===== config.mk =====
export PLATFORM = sky130hd
export DESIGN_NAME = fir_decim_out
export DESIGN_NICKNAME = d
export VERILOG_FILES = /design/src/rtl/fir_pkg.sv /design/src/rtl/fir_out_fifo.sv /design/src/rtl/fir_decim_out.sv
export SDC_FILE = /design/constraint.sdc
export NUM_CORES = 1
export LEC_CHECK = 0
export CAP_MARGIN = 15
export CORE_ASPECT_RATIO = 1.4
export CORE_UTILIZATION = 55
export CTS_BUF_LIST = sky130_fd_sc_hd__clkbuf_4
export CTS_CLUSTER_SIZE = 40
export DETAILED_ROUTE_END_ITERATION = 10
export PLACE_DENSITY = 0.77
export SETUP_SLACK_MARGIN = 0.05
export SYNTH_ARGS = -nofsm -noshare
export SYNTH_HDL_FRONTEND = slang
export SYNTH_HIERARCHICAL = 1
export SYNTH_SLANG_ARGS = --single-unit

===== constraint.sdc =====
create_clock -name clk -period 9.55 [get_ports clk]
set_clock_uncertainty 0.2 [all_clocks]
set_input_delay 0.955 -clock clk [delete_from_list [all_inputs] [get_ports clk]]
set_output_delay 0.955 -clock clk [all_outputs]
set_load 0.01 [all_outputs]

===== src/rtl/fir_pkg.sv =====
`default_nettype none
// ---------------------------------------------------------------------------
// fir_pkg : shared widths and constants for the FIR output stage.  Rev 1.0
// ---------------------------------------------------------------------------
package fir_pkg;

  localparam int FIR_W     = 16;
  localparam int OUT_W_DEF = 8;

  // Accumulator sized so DECIM full-scale samples can never wrap.
  function automatic int acc_width(input int log2_decim);
    return FIR_W + log2_decim;
  endfunction

  function automatic int round_const(input int shift);
    return 1 << (shift - 1);
  endfunction

  function automatic int sat_max(input int width);
    return (1 << width) - 1;
  endfunction

endpackage
`default_nettype wire


===== src/rtl/fir_out_fifo.sv =====
`default_nettype none
// ---------------------------------------------------------------------------
// fir_out_fifo : synchronous FIFO, sync active-low reset, show-ahead head.  Rev 1.0
// ---------------------------------------------------------------------------
module fir_out_fifo #(
  parameter int WIDTH = 8,
  parameter int DEPTH = 4
) (
  input  logic                     clk,
  input  logic                     reset,
  input  logic                     push,
  input  logic [WIDTH-1:0]         wdata,
  input  logic                     pop,
  output logic [WIDTH-1:0]         rdata,
  output logic                     full,
  output logic                     empty,
  output logic [$clog2(DEPTH):0]   level
);

  localparam int PTR_W = $clog2(DEPTH);
  localparam int LVL_W = PTR_W + 1;

  logic [WIDTH-1:0] mem [DEPTH];
  logic [PTR_W-1:0] wr_ptr;
  logic [PTR_W-1:0] rd_ptr;
  logic             do_push;
  logic             do_pop;

  assign empty   = (level == '0);
  assign full    = (level == LVL_W'(DEPTH));
  assign do_pop  = pop && !empty;
  // A pop frees the slot at this edge, so a push into a full FIFO still lands.
  assign do_push = push && (!full || do_pop);
  assign rdata   = mem[rd_ptr];

  always_ff @(posedge clk) begin
    if (!reset) begin
      wr_ptr <= '0;
      rd_ptr <= '0;
      level  <= '0;
    end else begin
      if (do_push) wr_ptr <= wr_ptr + PTR_W'(1);
      if (do_pop)  rd_ptr <= rd_ptr + PTR_W'(1);
      if (do_push && !do_pop)      level <= level + LVL_W'(1);
      else if (do_pop && !do_push) level <= level - LVL_W'(1);
    end
  end

  always_ff @(posedge clk) begin
    if (do_push) mem[wr_ptr] <= wdata;
  end

endmodule
`default_nettype wire


===== src/rtl/fir_decim_out.sv =====
`default_nettype none
// ---------------------------------------------------------------------------
// fir_decim_out : integrate-and-dump decimator, round/saturate, output FIFO.  Rev 1.0
// ---------------------------------------------------------------------------
module fir_decim_out
  import fir_pkg::*;
#(
  parameter int DECIM      = 4,
  parameter int LOG2_DECIM = 2,
  parameter int FRAC_SHIFT = 5,
  parameter int OUT_W      = OUT_W_DEF,
  parameter int FIFO_DEPTH = 4
) (
  input  logic                          clk,
  input  logic                          reset,
  input  logic [FIR_W-1:0]              din,
  input  logic                          din_valid,
  output logic [OUT_W-1:0]              out_data,
  output logic                          out_valid,
  input  logic                          out_ready,
  output logic [$clog2(FIFO_DEPTH):0]   fifo_level,
  output logic                          sat,
  output logic                          ovf,
  input  logic                          ovf_clr
);

  localparam int ACC_W = acc_width(LOG2_DECIM);
  localparam int SHIFT = LOG2_DECIM + FRAC_SHIFT;
  // One spare bit so adding the rounding constant to a full-scale sum cannot wrap.
  localparam int RND_W = ACC_W + 1;
  localparam logic [RND_W-1:0] RND_ADD = RND_W'(round_const(SHIFT));
  localparam logic [RND_W-1:0] SAT_LIM = RND_W'(sat_max(OUT_W));

  logic [LOG2_DECIM-1:0] cnt;
  logic [ACC_W-1:0]      acc;
  logic [ACC_W-1:0]      sum;
  logic [RND_W-1:0]      rounded;
  logic [OUT_W-1:0]      result;
  logic [OUT_W-1:0]      head;
  logic                  over;
  logic                  dump;
  logic                  pop;
  logic                  full;
  logic                  empty;
  logic                  drop;

  always_comb begin
    sum     = acc + ACC_W'(din);
    rounded = (RND_W'(sum) + RND_ADD) >> SHIFT;
    over    = (rounded > SAT_LIM);
    result  = over ? OUT_W'(SAT_LIM) : OUT_W'(rounded);
  end

  assign dump      = din_valid && (cnt == LOG2_DECIM'(DECIM - 1));
  assign out_valid = !empty;
  assign pop       = out_valid && out_ready;
  assign out_data  = out_valid ? head : '0;
  assign drop      = dump && full && !pop;

  always_ff @(posedge clk) begin
    if (!reset) begin
      cnt <= '0;
      acc <= '0;
      sat <= 1'b0;
      ovf <= 1'b0;
    end else begin
      if (din_valid) begin
        cnt <= cnt + LOG2_DECIM'(1);
        acc <= (cnt == '0) ? ACC_W'(din) : sum;
      end
      sat <= dump && over;
      if (drop)         ovf <= 1'b1;
      else if (ovf_clr) ovf <= 1'b0;
    end
  end

  fir_out_fifo #(
    .WIDTH (OUT_W),
    .DEPTH (FIFO_DEPTH)
  ) u_fifo (
    .clk   (clk),
    .reset (reset),
    .push  (dump),
    .wdata (result),
    .pop   (pop),
    .rdata (head),
    .full  (full),
    .empty (empty),
    .level (fifo_level)
  );

endmodule
`default_nettype wire


==> results.toml <==
[run_status]
outcome = "finished, final reports clean"

[synthesis]
syn_area_per_cell_um2 = 10.5
synth_edf_count = 32
ys_async_sr_fraction = 0
syn_inst = 368
synth_common_cells = "41 x nand2_1, 32 x edfxtp_1, 31 x dfxtp_1"
synth_area_um2 = 3860
synth_warnings = 6
synthTopCellsByArea = "edfxtp_1 25%, dfxtp_1 16%, ha_1 7.8%"
netlist.top_cell.by_area = "edfxtp_1"
synth_top_area_frac = 0.249
seq_area_frac_synth = 0.410
yosysUniqueCellTypes = 64
synth_ff_type = "edfxtp_1"
synthesis.nets = 415
yosysMostFrequentCell = "nand2_1"
ys_ff_latch = 63

[die]
dieHeight_um = 101
die_area_um2 = 7360
die_width_um = 72.8
start_util = 0.576
io_pins = 35
rows = 35
core-area_um2 = 6700

[global_routing]
grt_overflow_total = 0
antenna_found_initial = 0
grt_pass1_vias = 2867
grt_usage = 0.232
grt_pass1_wl_um = 13000
grt_max_degree = 33

[drt]
avgRoutedWirePerCell_um = 15.5
drt_iter0_drc = 98
drc = 0
final_antenna_net_count = 0
drt-total-wl_um = 7770
drtPass1Iterations = 4
dr_total_vias = 2823
avgViaCountPerCell = 5.65

[critical_path]
end_kind = "register"
arrival_ps = 3980
max_stage_delay_ps = 440
cp_max_fo = 9
startpoint_type = "input pin"
crit_path_top_delay_cell = "clkdlybuf4s50_1"
r2r_setup_slack_ps = 6190
worstSetupPathType = "input pin to register"
cp_data_required_time_ps = 9470
path_cells = "clkdlybuf4s50_1 -> ha_1 -> fa_1 -> a21oi_1 -> o211a_1 -> o21ai_1 -> or4_1 -> o311a_2 -> nand4b_4 -> mux2i_4 -> nand2_1"

[sta]
worst_pin_slew_ps = 1090
rsz0062_at_grt = "false"
period_needed_ps = 4070
finalHoldViolCount = 0
fin_crit_sh = 0.426
slew_headroom = 0.267
slew_violations = 0
setup_viol = 0
tns_ps = 0
fmax_mhz = 246

[clock_tree]
hold_buffers = 0
cts-root-buf = "clkbuf_4"
h-tree-depth = 3
cts_resized = 0
postCtsSetupRepairBufs = 0
path_clk_slew_ps = 110
clock-sinks = 63
cts_tree = "built"
clk_path_buf_depth = 2
numCtsBuffers = 9
clk_latency_ps = 390

[finish]
final_cells = 500
n_antenna_cell = 0
drive_above_1_share = 0.120
area_delta_synth_final_pct = 14.9
final_nets = 450

[placed_design]
dp_hpwl_um = 5910
gp_congestion = 0.890
port_buffers = 34
dp.cells = 484

[hold_path]
hold_path.class = "register to register"

[power_and_ir_drop]
power_mw = 0.725
ir_drop_mv = 0.0989
p_leak_nw = 1.70
power_density_nw_per_um2 = 164

[job]
cap_violations = 0
[cell families (layout without fill, tap and decap cells)]
| logic type | Yosys count | after routing | share of synthesized area |
|---|---|---|---|
| AO/OA/AOI/OAI | 84 | 84 | 0.165 |
| XOR/XNOR | 26 | 26 | 0.0649 |
| adder cells (fa/ha/maj) | 26 | 26 | 0.0882 |
| buffers and inverters | 26 | 66 | 0.0269 |
| flip-flops | 63 | 63 | 0.410 |
| multiplexers | 23 | 23 | 0.0892 |
| AND/OR/NAND/NOR | 120 | 120 | 0.156 |
[critical path, delay by kind of cell]
kind,cells,cell delay (ps)
AOI/OAI and AO/OA,4,820
and+or+nand+nor,3,720
adders and majority gates,2,670
buffers and inverters,1,440
muxes,1,380
[power breakdown]
group / switching [mW] / total, mW / internal (mW)
Combinational: 0.123 / 0.207 / 0.0845
Sequential: 0.00562 / 0.314 / 0.309
Clock: 0.0955 / 0.204 / 0.108
[cell type report]
type / count / area [µm²]
Fill cell: 537 / 2270
Clock inverter: 6 / 85.1
Sequential cell: 63 / 1580
Tap cell: 92 / 115
Clock buffer: 10 / 75.1
Timing Repair Buffer: 35 / 348
Multi-Input combinational cell: 279 / 2170
Inverter: 15 / 56.3
[placed cells by master, fill, tap and decap left out, types with 2 or more instances in the layout]
cell type and n:
a211oi_1 6, a211oi_2 3, a21o_1 6, a21oi_1 20, a21oi_2 4, a221oi_1 2
a311oi_1 5, and2_1 12, bufinv_16 2, clkbuf_4 10, clkdlybuf4s50_1 34, dfxtp_1 31
edfxtp_1 32, fa_1 2, ha_1 24, inv_1 14, mux2i_1 13, mux4_2 8
nand2_1 41, nand2b_1 4, nand3_1 6, nand4_1 3, nor2_1 28, nor2b_1 11
nor3_1 4, o211ai_1 3, o21a_1 2, o21ai_0 11, o21ai_1 2, o22ai_1 3
or3_1 3, xnor2_1 18, xnor2_2 2, xor2_1 5
[stage by stage]
stage                     utilization  instance area, µm²  worst slack (ps)  hold WS (ps)
after floorplan                     -                3860              5880           265
after global placement          0.638                4270              5190           274
after detailed placement        0.638                4270              5090           285
after CTS                       0.662                4430              5510           302
after global routing            0.662                4430              5330           322
final                           0.662                4430              5480           296
[flip-flops by register name, summed over array words and instances, names as in the netlist, named ones only]
signal / cells
sat: 1
u_fifo/level: 3
u_fifo/mem: 32
u_fifo/wr_ptr: 2
u_fifo/rd_ptr: 2
acc: 18
cnt: 2
ovf: 1
[routing by layer]
| metal | global-route usage | vias to the layer above | wire (µm) |
|---|---|---|---|
| met5 | 0 | - | 0 |
| met4 | 0.119 | 0 | 211 |
| met3 | 0.0400 | 17 | 170 |
| met2 | 0.434 | 50 | 4280 |
| met1 | 0.245 | 1336 | 3110 |
| li1 | - | 1420 | - |
[path summary, 6_finish.rpt]
| path | end | cells after the start | startpoint |
|---|---|---|---|
| max | u_fifo/mem[3][6]$_DFFE_PP_ | 11 | din[0] |
| min | acc[10]$_SDFFE_PN0P_ | 2 | acc[10]$_SDFFE_PN0P_ |
| max reg2reg | u_fifo/mem[3][6]$_DFFE_PP_ | 10 | acc[0]$_SDFFE_PN0P_ |
| min reg2reg | acc[10]$_SDFFE_PN0P_ | 2 | acc[10]$_SDFFE_PN0P_ |
(Power assumes the default switching activity.)
